**src/rtl/engine_read_write_response_kernel.sv**
```systemverilog
// Return path of the read/write engine: in-order request tracking, line element extraction and packet rebuild.
// Optional macro ENGINE_READ_WRITE_RESPONSE_SIGN_EXT_EN enables per-entry sign extension of 1B/2B elements.
module engine_read_write_response_kernel #(
  parameter int NUM_FIELDS = 4,
  parameter int FIELD_W    = 32,
  parameter int LINE_W     = 512,
  parameter int TAG_DEPTH  = 16,
  parameter int ID_W       = 4,
  localparam int OFF_W     = $clog2(LINE_W / 8),
  localparam int CNT_W     = $clog2(TAG_DEPTH + 1)
) (
  input  logic                          ap_clk,
  input  logic                          ap_rst_n,
  input  logic                          req_valid_in,
  output logic                          req_ready_out,
  input  logic [OFF_W-1:0]              req_byte_offset_in,
  input  logic [1:0]                    req_size_in,
  input  logic                          req_signed_in,
  input  logic [ID_W-1:0]               req_id_in,
  input  logic [NUM_FIELDS*FIELD_W-1:0] req_fields_in,
  input  logic [NUM_FIELDS*2-1:0]       req_states_in,
  input  logic                          rsp_valid_in,
  output logic                          rsp_ready_out,
  input  logic [LINE_W-1:0]             rsp_data_in,
  input  logic [ID_W-1:0]               rsp_id_in,
  output logic                          out_valid_out,
  input  logic                          out_ready_in,
  output logic [NUM_FIELDS*FIELD_W-1:0] out_fields_out,
  output logic [NUM_FIELDS*2-1:0]       out_states_out,
  output logic [CNT_W-1:0]              outstanding_out,
  output logic                          id_error_out
);

  localparam int AW         = $clog2(TAG_DEPTH);
  localparam int LINE_BYTES = LINE_W / 8;
  localparam int HI_FW      = (NUM_FIELDS - 1) * FIELD_W;
  localparam int HI_SW      = (NUM_FIELDS - 1) * 2;
  localparam logic [AW:0] PTR_ONE = (AW + 1)'(1);

  // Field 0 and state 0 of the incoming packet are replaced on the way out, so they are never stored.
  logic [OFF_W-1:0] r_off_mem    [TAG_DEPTH];
  logic [1:0]       r_size_mem   [TAG_DEPTH];
  logic [ID_W-1:0]  r_id_mem     [TAG_DEPTH];
  logic [HI_FW-1:0] r_fields_mem [TAG_DEPTH];
  logic [HI_SW-1:0] r_states_mem [TAG_DEPTH];
`ifdef ENGINE_READ_WRITE_RESPONSE_SIGN_EXT_EN
  logic             r_sgn_mem    [TAG_DEPTH];
`endif

  logic [AW:0]                   r_wr_ptr;
  logic [AW:0]                   r_rd_ptr;
  logic                          r_out_valid;
  logic [NUM_FIELDS*FIELD_W-1:0] r_out_fields;
  logic [NUM_FIELDS*2-1:0]       r_out_states;
  logic                          r_id_error;

  logic                  w_full;
  logic                  w_empty;
  logic                  w_push;
  logic                  w_pop;
  logic [AW-1:0]         w_wr_idx;
  logic [AW-1:0]         w_rd_idx;
  logic [OFF_W-1:0]      w_off;
  logic [1:0]            w_size;
  logic [OFF_W+2:0]      w_shamt;
  logic [31:0]           w_raw;
  logic [FIELD_W-1:0]    w_elem;
  logic [HI_FW-1:0]      w_hi_fields;
  logic [HI_SW-1:0]      w_hi_states;
`ifdef ENGINE_READ_WRITE_RESPONSE_SIGN_EXT_EN
  logic                  w_last_byte;
  logic [FIELD_W+1:0]    w_unused_in;
  assign w_unused_in = {req_fields_in[FIELD_W-1:0], req_states_in[1:0]};
`else
  logic [FIELD_W+2:0]    w_unused_in;
  assign w_unused_in = {req_signed_in, req_fields_in[FIELD_W-1:0], req_states_in[1:0]};
`endif

  // The extra pointer MSB separates full (MSBs differ, index equal) from empty (pointers equal).
  assign w_wr_idx = r_wr_ptr[AW-1:0];
  assign w_rd_idx = r_rd_ptr[AW-1:0];
  assign w_full   = (r_wr_ptr[AW] != r_rd_ptr[AW]) && (w_wr_idx == w_rd_idx);
  assign w_empty  = (r_wr_ptr == r_rd_ptr);

  assign req_ready_out = !w_full;
  assign rsp_ready_out = !w_empty && (!r_out_valid || out_ready_in);
  assign w_push        = req_valid_in && !w_full;
  assign w_pop         = rsp_valid_in && rsp_ready_out;

  assign w_off       = r_off_mem[w_rd_idx];
  assign w_size      = r_size_mem[w_rd_idx];
  assign w_hi_fields = r_fields_mem[w_rd_idx];
  assign w_hi_states = r_states_mem[w_rd_idx];

  // Zero fill from the right shift makes bytes past the top of the line read as 0.
  assign w_shamt = {w_off, 3'b000};
  assign w_raw   = 32'(rsp_data_in >> w_shamt);

`ifdef ENGINE_READ_WRITE_RESPONSE_SIGN_EXT_EN
  assign w_last_byte = (w_off == OFF_W'(LINE_BYTES - 1));
`endif

  // NOTE: every variable driven in always_comb gets a default first, so no path can infer a latch.
  always_comb begin
    w_elem = '0;
    case (w_size)
      2'd0:    w_elem[7:0]  = w_raw[7:0];
      2'd1:    w_elem[15:0] = w_raw[15:0];
      default: w_elem[31:0] = w_raw;
    endcase
`ifdef ENGINE_READ_WRITE_RESPONSE_SIGN_EXT_EN
    // A 2B element truncated at the line end has one valid byte, so it extends from bit 7.
    if (r_sgn_mem[w_rd_idx] && !w_size[1]) begin
      if (w_size == 2'd0 || w_last_byte) begin
        if (w_raw[7]) w_elem[FIELD_W-1:8] = '1;
      end else if (w_raw[15]) begin
        w_elem[FIELD_W-1:16] = '1;
      end
    end
`endif
  end

  // NOTE: the tracking storage is not reset; an entry is only read after the pointers say it was written.
  always_ff @(posedge ap_clk) begin
    if (w_push) begin
      r_off_mem[w_wr_idx]    <= req_byte_offset_in;
      r_size_mem[w_wr_idx]   <= req_size_in;
      r_id_mem[w_wr_idx]     <= req_id_in;
      r_fields_mem[w_wr_idx] <= req_fields_in[NUM_FIELDS*FIELD_W-1:FIELD_W];
      r_states_mem[w_wr_idx] <= req_states_in[NUM_FIELDS*2-1:2];
`ifdef ENGINE_READ_WRITE_RESPONSE_SIGN_EXT_EN
      r_sgn_mem[w_wr_idx]    <= req_signed_in;
`endif
    end
  end

  always_ff @(posedge ap_clk or negedge ap_rst_n) begin
    if (!ap_rst_n) begin
      r_wr_ptr     <= '0;
      r_rd_ptr     <= '0;
      r_out_valid  <= 1'b0;
      r_out_fields <= '0;
      r_out_states <= '0;
      r_id_error   <= 1'b0;
    end else begin
      if (w_push) r_wr_ptr <= r_wr_ptr + PTR_ONE;
      if (w_pop) begin
        r_rd_ptr     <= r_rd_ptr + PTR_ONE;
        r_out_valid  <= 1'b1;
        r_out_fields <= {w_hi_fields, w_elem};
        // Out state 0 carries the address field state (stored state 1).
        r_out_states <= {w_hi_states, w_hi_states[1:0]};
        if (rsp_id_in != r_id_mem[w_rd_idx]) r_id_error <= 1'b1;
      end else if (out_ready_in) begin
        r_out_valid <= 1'b0;
      end
    end
  end

  assign out_valid_out   = r_out_valid;
  assign out_fields_out  = r_out_fields;
  assign out_states_out  = r_out_states;
  assign id_error_out    = r_id_error;
  assign outstanding_out = CNT_W'(r_wr_ptr - r_rd_ptr);

endmodule

```
**config.mk**
```make
export PLATFORM = sky130hd
export DESIGN_NAME = engine_read_write_response_kernel
export DESIGN_NICKNAME = d
export VERILOG_FILES = /design/src/rtl/engine_read_write_response_kernel.sv
export SDC_FILE = /design/constraint.sdc
export NUM_CORES = 2
export LEC_CHECK = 0
export ABC_AREA = 0
export BUFFER_PORTS_ARGS = -buffer_cell sky130_fd_sc_hd__clkbuf_2
export CAP_MARGIN = 20
export CELL_PAD_IN_SITES_DETAIL_PLACEMENT = 1
export CELL_PAD_IN_SITES_GLOBAL_PLACEMENT = 2
export CORE_MARGIN = 5
export CORE_UTILIZATION = 39
export DETAILED_ROUTE_END_ITERATION = 6
export PLACE_DENSITY = 0.83
export REMOVE_ABC_BUFFERS = 1
export SYNTH_ARGS = -nofsm -noshare
export SYNTH_HDL_FRONTEND = slang
export SYNTH_SLANG_ARGS = --single-unit
export TNS_END_PERCENT = 100
```
**constraint.sdc**
```tcl
create_clock -name ap_clk -period 14.3 [get_ports ap_clk]
set_input_delay 0.715 -clock ap_clk [delete_from_list [all_inputs] [get_ports ap_clk]]
set_output_delay 0.715 -clock ap_clk [all_outputs]
set_load 0.01 [all_outputs]
```
---- Word-level counts from Yosys, hierarchy flattened ----
Memory sizes are Yosys's and may differ from the RTL's. A register that Yosys moved wholly into a read port is not among the register bits.
Index checks and enable logic that the tools add are counted.
word-level totals
  memory bits (read-only) ................. 0
  bits in registers ....................... 148
  bits in latches ......................... 0
  RAM bits ................................ 1824
  logic and storage cells ................. 39
  memories ................................ 5
  output and inout bits ................... 145
  input port bits ......................... 670
operators by class
  bitwise logic cells ..................... 0
  reduce and logical (&&, ||, !) cells .... 13
  multipliers ............................. 0
  multiplexer cells ....................... 6
  div/mod/pow operators ................... 0
  add/subtract/negate cells ............... 3
  equality and inequality tests ........... 5
  shift-type cells ........................ 1
  $lt $le $gt $ge ......................... 0
memories
  memory        words  width  rd ports  clocked after Yosys merged registers in  wr ports  line  source
  r_fields_mem  16     96     1         1                                        1         44    logic [HI_FW-1:0] r_fields_mem [TAG_DEPTH];
  r_off_mem     16     6      1         0                                        1         41    logic [OFF_W-1:0] r_off_mem [TAG_DEPTH];
  r_states_mem  16     6      1         0                                        1         45    logic [HI_SW-1:0] r_states_mem [TAG_DEPTH];
  r_id_mem      16     4      1         0                                        1         43    logic [ID_W-1:0] r_id_mem [TAG_DEPTH];
  r_size_mem    16     2      1         0                                        1         42    logic [1:0] r_size_mem [TAG_DEPTH];
operator list
  operator                                                         count
  512-bit by 9-bit >> shifter with 32-bit output                   1
  16-bit two-way mux                                               1
  5-bit by 1-bit adder with 5-bit output, second input constant    2
  8-bit two-way mux                                                1
  5-bit == test                                                    1
  5-bit subtractor                                                 1
  4-bit == test                                                    1
  1-bit logical AND                                                4
  1-bit zero test                                                  4
  1-bit two-way mux                                                4
  4-bit != test                                                    1
  2-bit by 1-bit == test with 1-bit output, second input constant  1
  2-bit zero test                                                  1
  2-bit AND reduction                                              1
  2-bit nonzero test                                               1
  2-bit OR reduction                                               1
  1-bit logical OR                                                 1
  1-bit != test                                                    1

---- Logic depth before layout (Yosys ltp) ----
  depth in word-level cells ............... 6
  mapped depth ............................ 17
  mapped depth without buffers ............ 12

---- Worst setup path after synthesis ----
Ideal clock, no wire load.
  kind .................................... reg2reg
  start ................................... register r_rd_ptr[2]
  end ..................................... memory r_fields_mem[3][0] (netlist bit), enable pin
  clock period less this slack ............ 13.954 ns
  slack ................................... 0.346 ns
  data required time ...................... 13.433 ns
  library setup time ...................... 0.867 ns
  stages on the path, launching flop included .. 10
  data arrival time ....................... 13.087 ns
  buffers on the path ..................... 3
  cells stage by stage .................... dfrtp_1 buf_6 inv_2 buf_1 clkbuf_1 ha_1 nand4_1 nand2b_1 nand2_1 nor4_1
on the way
  cells in the longest elaborated chain, start to end .. 6
ends and longest elaborated chain
  element                                  line  source
  start: declaration                       51    logic [AW:0] r_rd_ptr;
  start signal: assignment                 148   r_rd_ptr <= r_rd_ptr + PTR_ONE;
  4-bit == test                            82    assign w_full = (r_wr_ptr[AW] != r_rd_ptr[AW]) && (w_wr_idx == w_rd_idx);
  1-bit logical AND                        82
  1-bit zero test                          -
  named net req_ready_out                  15    output logic req_ready_out,
  1-bit logical AND                        87    assign w_push = req_valid_in && !w_full;
  1-bit two-way mux                        125   if (w_push) begin
  1-bit two-way mux (implied by the code)  129   r_fields_mem[w_wr_idx] <= req_fields_in[NUM_FIELDS*FIELD_W-1:FIELD_W];
  end: declaration                         44
The timed path passes the listed nets, and every way through them passes these cells.

---- Final worst setup path ----
  start ................................... register r_rd_ptr[0]
  end ..................................... register r_id_error, in the netlist id_error_out
on the way
  cells in the longest elaborated chain, start to end .. 5
  elaborated cells on any way between the ends .. 7
  classes of those cells .................. 2 x eq/ne; 4 x reduce/logical; 1 x memory
ends and longest elaborated chain
  element                                                                         line  source
  parallel branches: the longest is 4 deep, another holds memory read 16 x 4 bit  -
  2-bit AND reduction (no line) (*)                                               -
  end signal: assignment                                                          144   r_id_error <= 1'b0;
  end signal: assignment                                                          153   if (rsp_id_in != r_id_mem[w_rd_idx]) r_id_error <= 1'b1;
  end: declaration                                                                55    logic r_id_error;
Every way passes the cells marked *.
A chain may end at the register's enable or synchronous reset.

==> flow_summary.ini <==
[outcome]
run_status = complete, no violations

[hold_path]
timing.hold.worst_endpoint = out_valid_out
min_from = out_ready_in
min_delay_path_depth = 3
hold_path.class = in2reg

[timing]
final_min_period_over_clock_period_pct = 43.0
setup_viol = 0
max_clock_freq_mhz = 163
finalMaxSlewViolations = 0
worst_rel_slew_slack_pct = 12.1
worstMarginPinSlew_ns = 1.31
period_needed_ns = 6.15
timing.clock.skew_ns = 0.0625
hold_violations = 0
timing.setup.tns_ns = 0
grt_setup_unrepaired = no

[synthesis]
netlist.top_cell.by_area = edfxtp_1
ys_dominant_reg_cell = edfxtp_1
synth_seq_cells = 1970
syn_area_um2 = 88500
synth.top_cells.by_area = edfxtp_1 (62%), mux4_2 (14%), nand2_1 (5.0%), mux2i_1 (4.5%), dfrtp_1 (4.1%)
synth_top_area_share_pct = 61.9
post_synthesis_cell_count = 5682
fraction_of_the_yosys_area_taken_by_sequential_cells_pct = 66.0
async_reset_ff_share_pct = 7.41
synth_enable_flop_cells = 1824
yosys_warnings = 0
postSynthAreaPerCell_um2 = 15.6
synth.lib_cells_used.distinct = 79

[placement]
finalWeightedCongestion = 0.957
place.port_buffers = 779
dp.final_hpwl_mm = 218

[setup_path]
timing.critical_path.required_ns = 15.06
timing_worst_setup_path_type = reg2reg
critPathSlowestCell = dfrtp_4
timing.critical_path.depth = 9
worst-endpoint-arrival_ns = 6.90
critPathCaptureType = flip-flop
worst_path_top_cell_family_by_delay = buffers and inverters
type_of_origin_of_the_critical_path = flip-flop
setup.reg_to_reg.worst_slack_ns = 8.15
critPathMaxStageDelay_ns = 0.93
timing.critical_path.cells = buf_4, buf_4, buf_4, buf_4, mux4_2, mux4_2, xnor2_1, nand4_1, a21o_1
rr_worst_depth = 9
crit_reg_reg_startpoint = r_rd_ptr[0]
library_cell_appearing_most_often_on_the_critical_path = buf_4
critPathBufInv = 4
critPathMaxFanout = 48
regToRegEndpoint = id_error_out

[detailed_routing]
met1_length_mm = 124
top_layer_used = met5
detail_route.iter0.violations = 6191
detailed_routed_wire_length_on_met3_mm = 27.2
drt_pass_1_iters = 5
antenna_left = 0
via_count = 58158
routed_via_density = 6.04
drc_errors = 0
avg_wl_per_cell_um = 35.0
routed_wl_mm = 336
met2_length_mm = 164

[power_and_ir_drop]
pwr_density_cell_nw_per_um2 = 244
leakage_nw = 36.2
ir_worst_vdd_uv = 270

[run]
max_cap_viol_count = 0

[global_routing]
grt_max_degree = 153
grt_first_pass_wirelength_mm = 473
first_global_vias = 60422
grt_use_total_pct = 27.9
grt.overflow.total = 0
initial_antenna_violation_count = 106

[floorplan]
die_width_um = 486
rows = 174
design.portCount = 815
initial_utilization_pct = 39.3
design.die.area_um2 = 237000
overall_die_height_um = 486
core-area_um2 = 225000

[final_layout]
final_nets = 7067
fill_cells = 22431
drive_gt1_share_pct = 27.5
layout.area.seq_um2 = 58400
layout.core_utilization_pct = 45.3
multi_input_comb_area_um2 = 28300
syn_to_final_growth_pct = 15.3

[clocking]
clkTransAtPathRegs_ns = 0.06
clock-sinks = 1970
ctsRootBufferMaster = clkbuf_16
longest_clk_path_bufs = 3
cts_tree = done
htreeDepth = 4
clock_latency_late_sink_ns = 0.86
cts_inserted_buffers = 191
-- flip-flops by register name (all words and copies together), names as in the netlist, 5 cells and up --
register and flops:
r_fields_mem 1536, out_fields_out 128, r_off_mem 96, r_states_mem 96, r_id_mem 64, r_size_mem 32
out_states_out 6, r_rd_ptr 5, r_wr_ptr 5
-- worst reg2reg max path: stages (launching register included) --
cell and delay [ns]:
dfrtp_4 0.93, buf_4 0.84, buf_4 0.90, buf_4 0.90, buf_4 0.89, mux4_2 0.61
mux4_2 0.54, xnor2_1 0.18, nand4_1 0.11, a21o_1 0.19
-- metrics by stage --
| stage | power (W) | area, um2 | cells | worst slack (ns) | hold slack [ns] |
|---|---|---|---|---|---|
| finish | 0.0249 | 102000 | 9622 | 8.15 | 0.168 |
| CTS | 0.0249 | 102000 | 9544 | 7.90 | 0.0855 |
| floorplan | 0.0180 | 86500 | 5287 | -15.91 | 0.419 |
| detailed placement | 0.0198 | 95500 | 9184 | 7.92 | 0.463 |
| global route | 0.0260 | 102000 | 9584 | 7.58 | 0.151 |
| global placement | 0.0196 | 95500 | 9184 | 7.94 | 0.441 |
-- cells in the final DEF (no fill, tap or decap), types with 35 or more instances in the layout --
master	Yosys	layout
clkbuf_16	0	191
nand3_1	379	379
mux2i_1	397	397
nand2_1	1189	1188
clkbuf_1	155	58
o21ai_0	47	47
dfrtp_1	146	143
a21oi_1	113	113
mux4_2	556	556
a22oi_1	35	35
a32oi_1	35	35
clkbuf_2	0	778
diode_2	0	77
buf_4	42	115
nor2_1	105	88
edfxtp_1	1824	1824
and3_1	41	41
-- report_power, final --
part,leakage (nW),internal [W],switching [W]
Sequential,18.3,0.00705,0.000407
Combinational,14.9,0.00438,0.00801
Clock,3.05,0.00282,0.00226
Total,36.2,0.0143,0.0107
-- cells in the mapped netlist, drive strengths merged (24+ instances only) --
library cell	n
clkbuf	155
nand3	380
o22ai	26
mux4	556
nor2	112
nor3	32
o21ai	51
edfxtp	1824
a32oi	35
and3	42
nand4	30
nand2	1191
buf	240
a311oi	24
a21oi	113
a31oi	32
dfrtp	146
mux2i	397
a22oi	35
-- layout make-up --
type | instances | share of cell area, %
Antenna cell | 77 | 0.189
Clock buffer | 257 | 5.00
Clock inverter | 102 | 1.23
Inverter | 15 | 0.0625
Multi-Input combinational cell | 3302 | 27.7
Sequential cell | 1970 | 57.2
Tap cell | 2992 | 3.67
Timing Repair Buffer | 907 | 4.91
-- per-layer routing --
metal / GRT usage [%] / up-vias
li1: - / 23836
met1: 34.3 / 30422
met2: 45.9 / 3160
met3: 5.86 / 710
met4: 15.9 / 30
met5: 0 / -
-- worst max-delay path by stage --
stage / from / end / slack [ns]
2_1_floorplan: r_rd_ptr[0] / r_fields_mem[3][0] / -15.91
3_3_place_gp: r_rd_ptr[0] / id_error_out / 7.94
3_5_place_dp: r_rd_ptr[0] / id_error_out / 7.92
4_1_cts: r_rd_ptr[0] / id_error_out / 7.90
5_1_grt: r_rd_ptr[0] / id_error_out / 7.58
6_report: r_rd_ptr[0] / id_error_out / 8.15
-- logic make-up after synthesis --
| kind of cell | count (synthesis) | share of synthesized area (%) |
|---|---|---|
| XOR/XNOR | 16 | 0.158 |
| AO/OA/AOI/OAI | 481 | 3.85 |
| multiplexers | 968 | 18.8 |
| AND/OR/NAND/NOR | 1827 | 8.71 |
| buffers and inverters | 410 | 2.29 |
| adder cells (fa/ha/maj) | 10 | 0.150 |
| flip-flops | 1970 | 66.0 |
-- repair_timing --
item / CTS / global route
hold buffers: 1 / 0
setup buffers: 0 / 0
hold endpoints to repair: 39 / 0
endpoints found under the setup margin: 0 / 0
gates resized for setup: 0 / 0
Note: power is estimated with default switching activity, not from simulation.
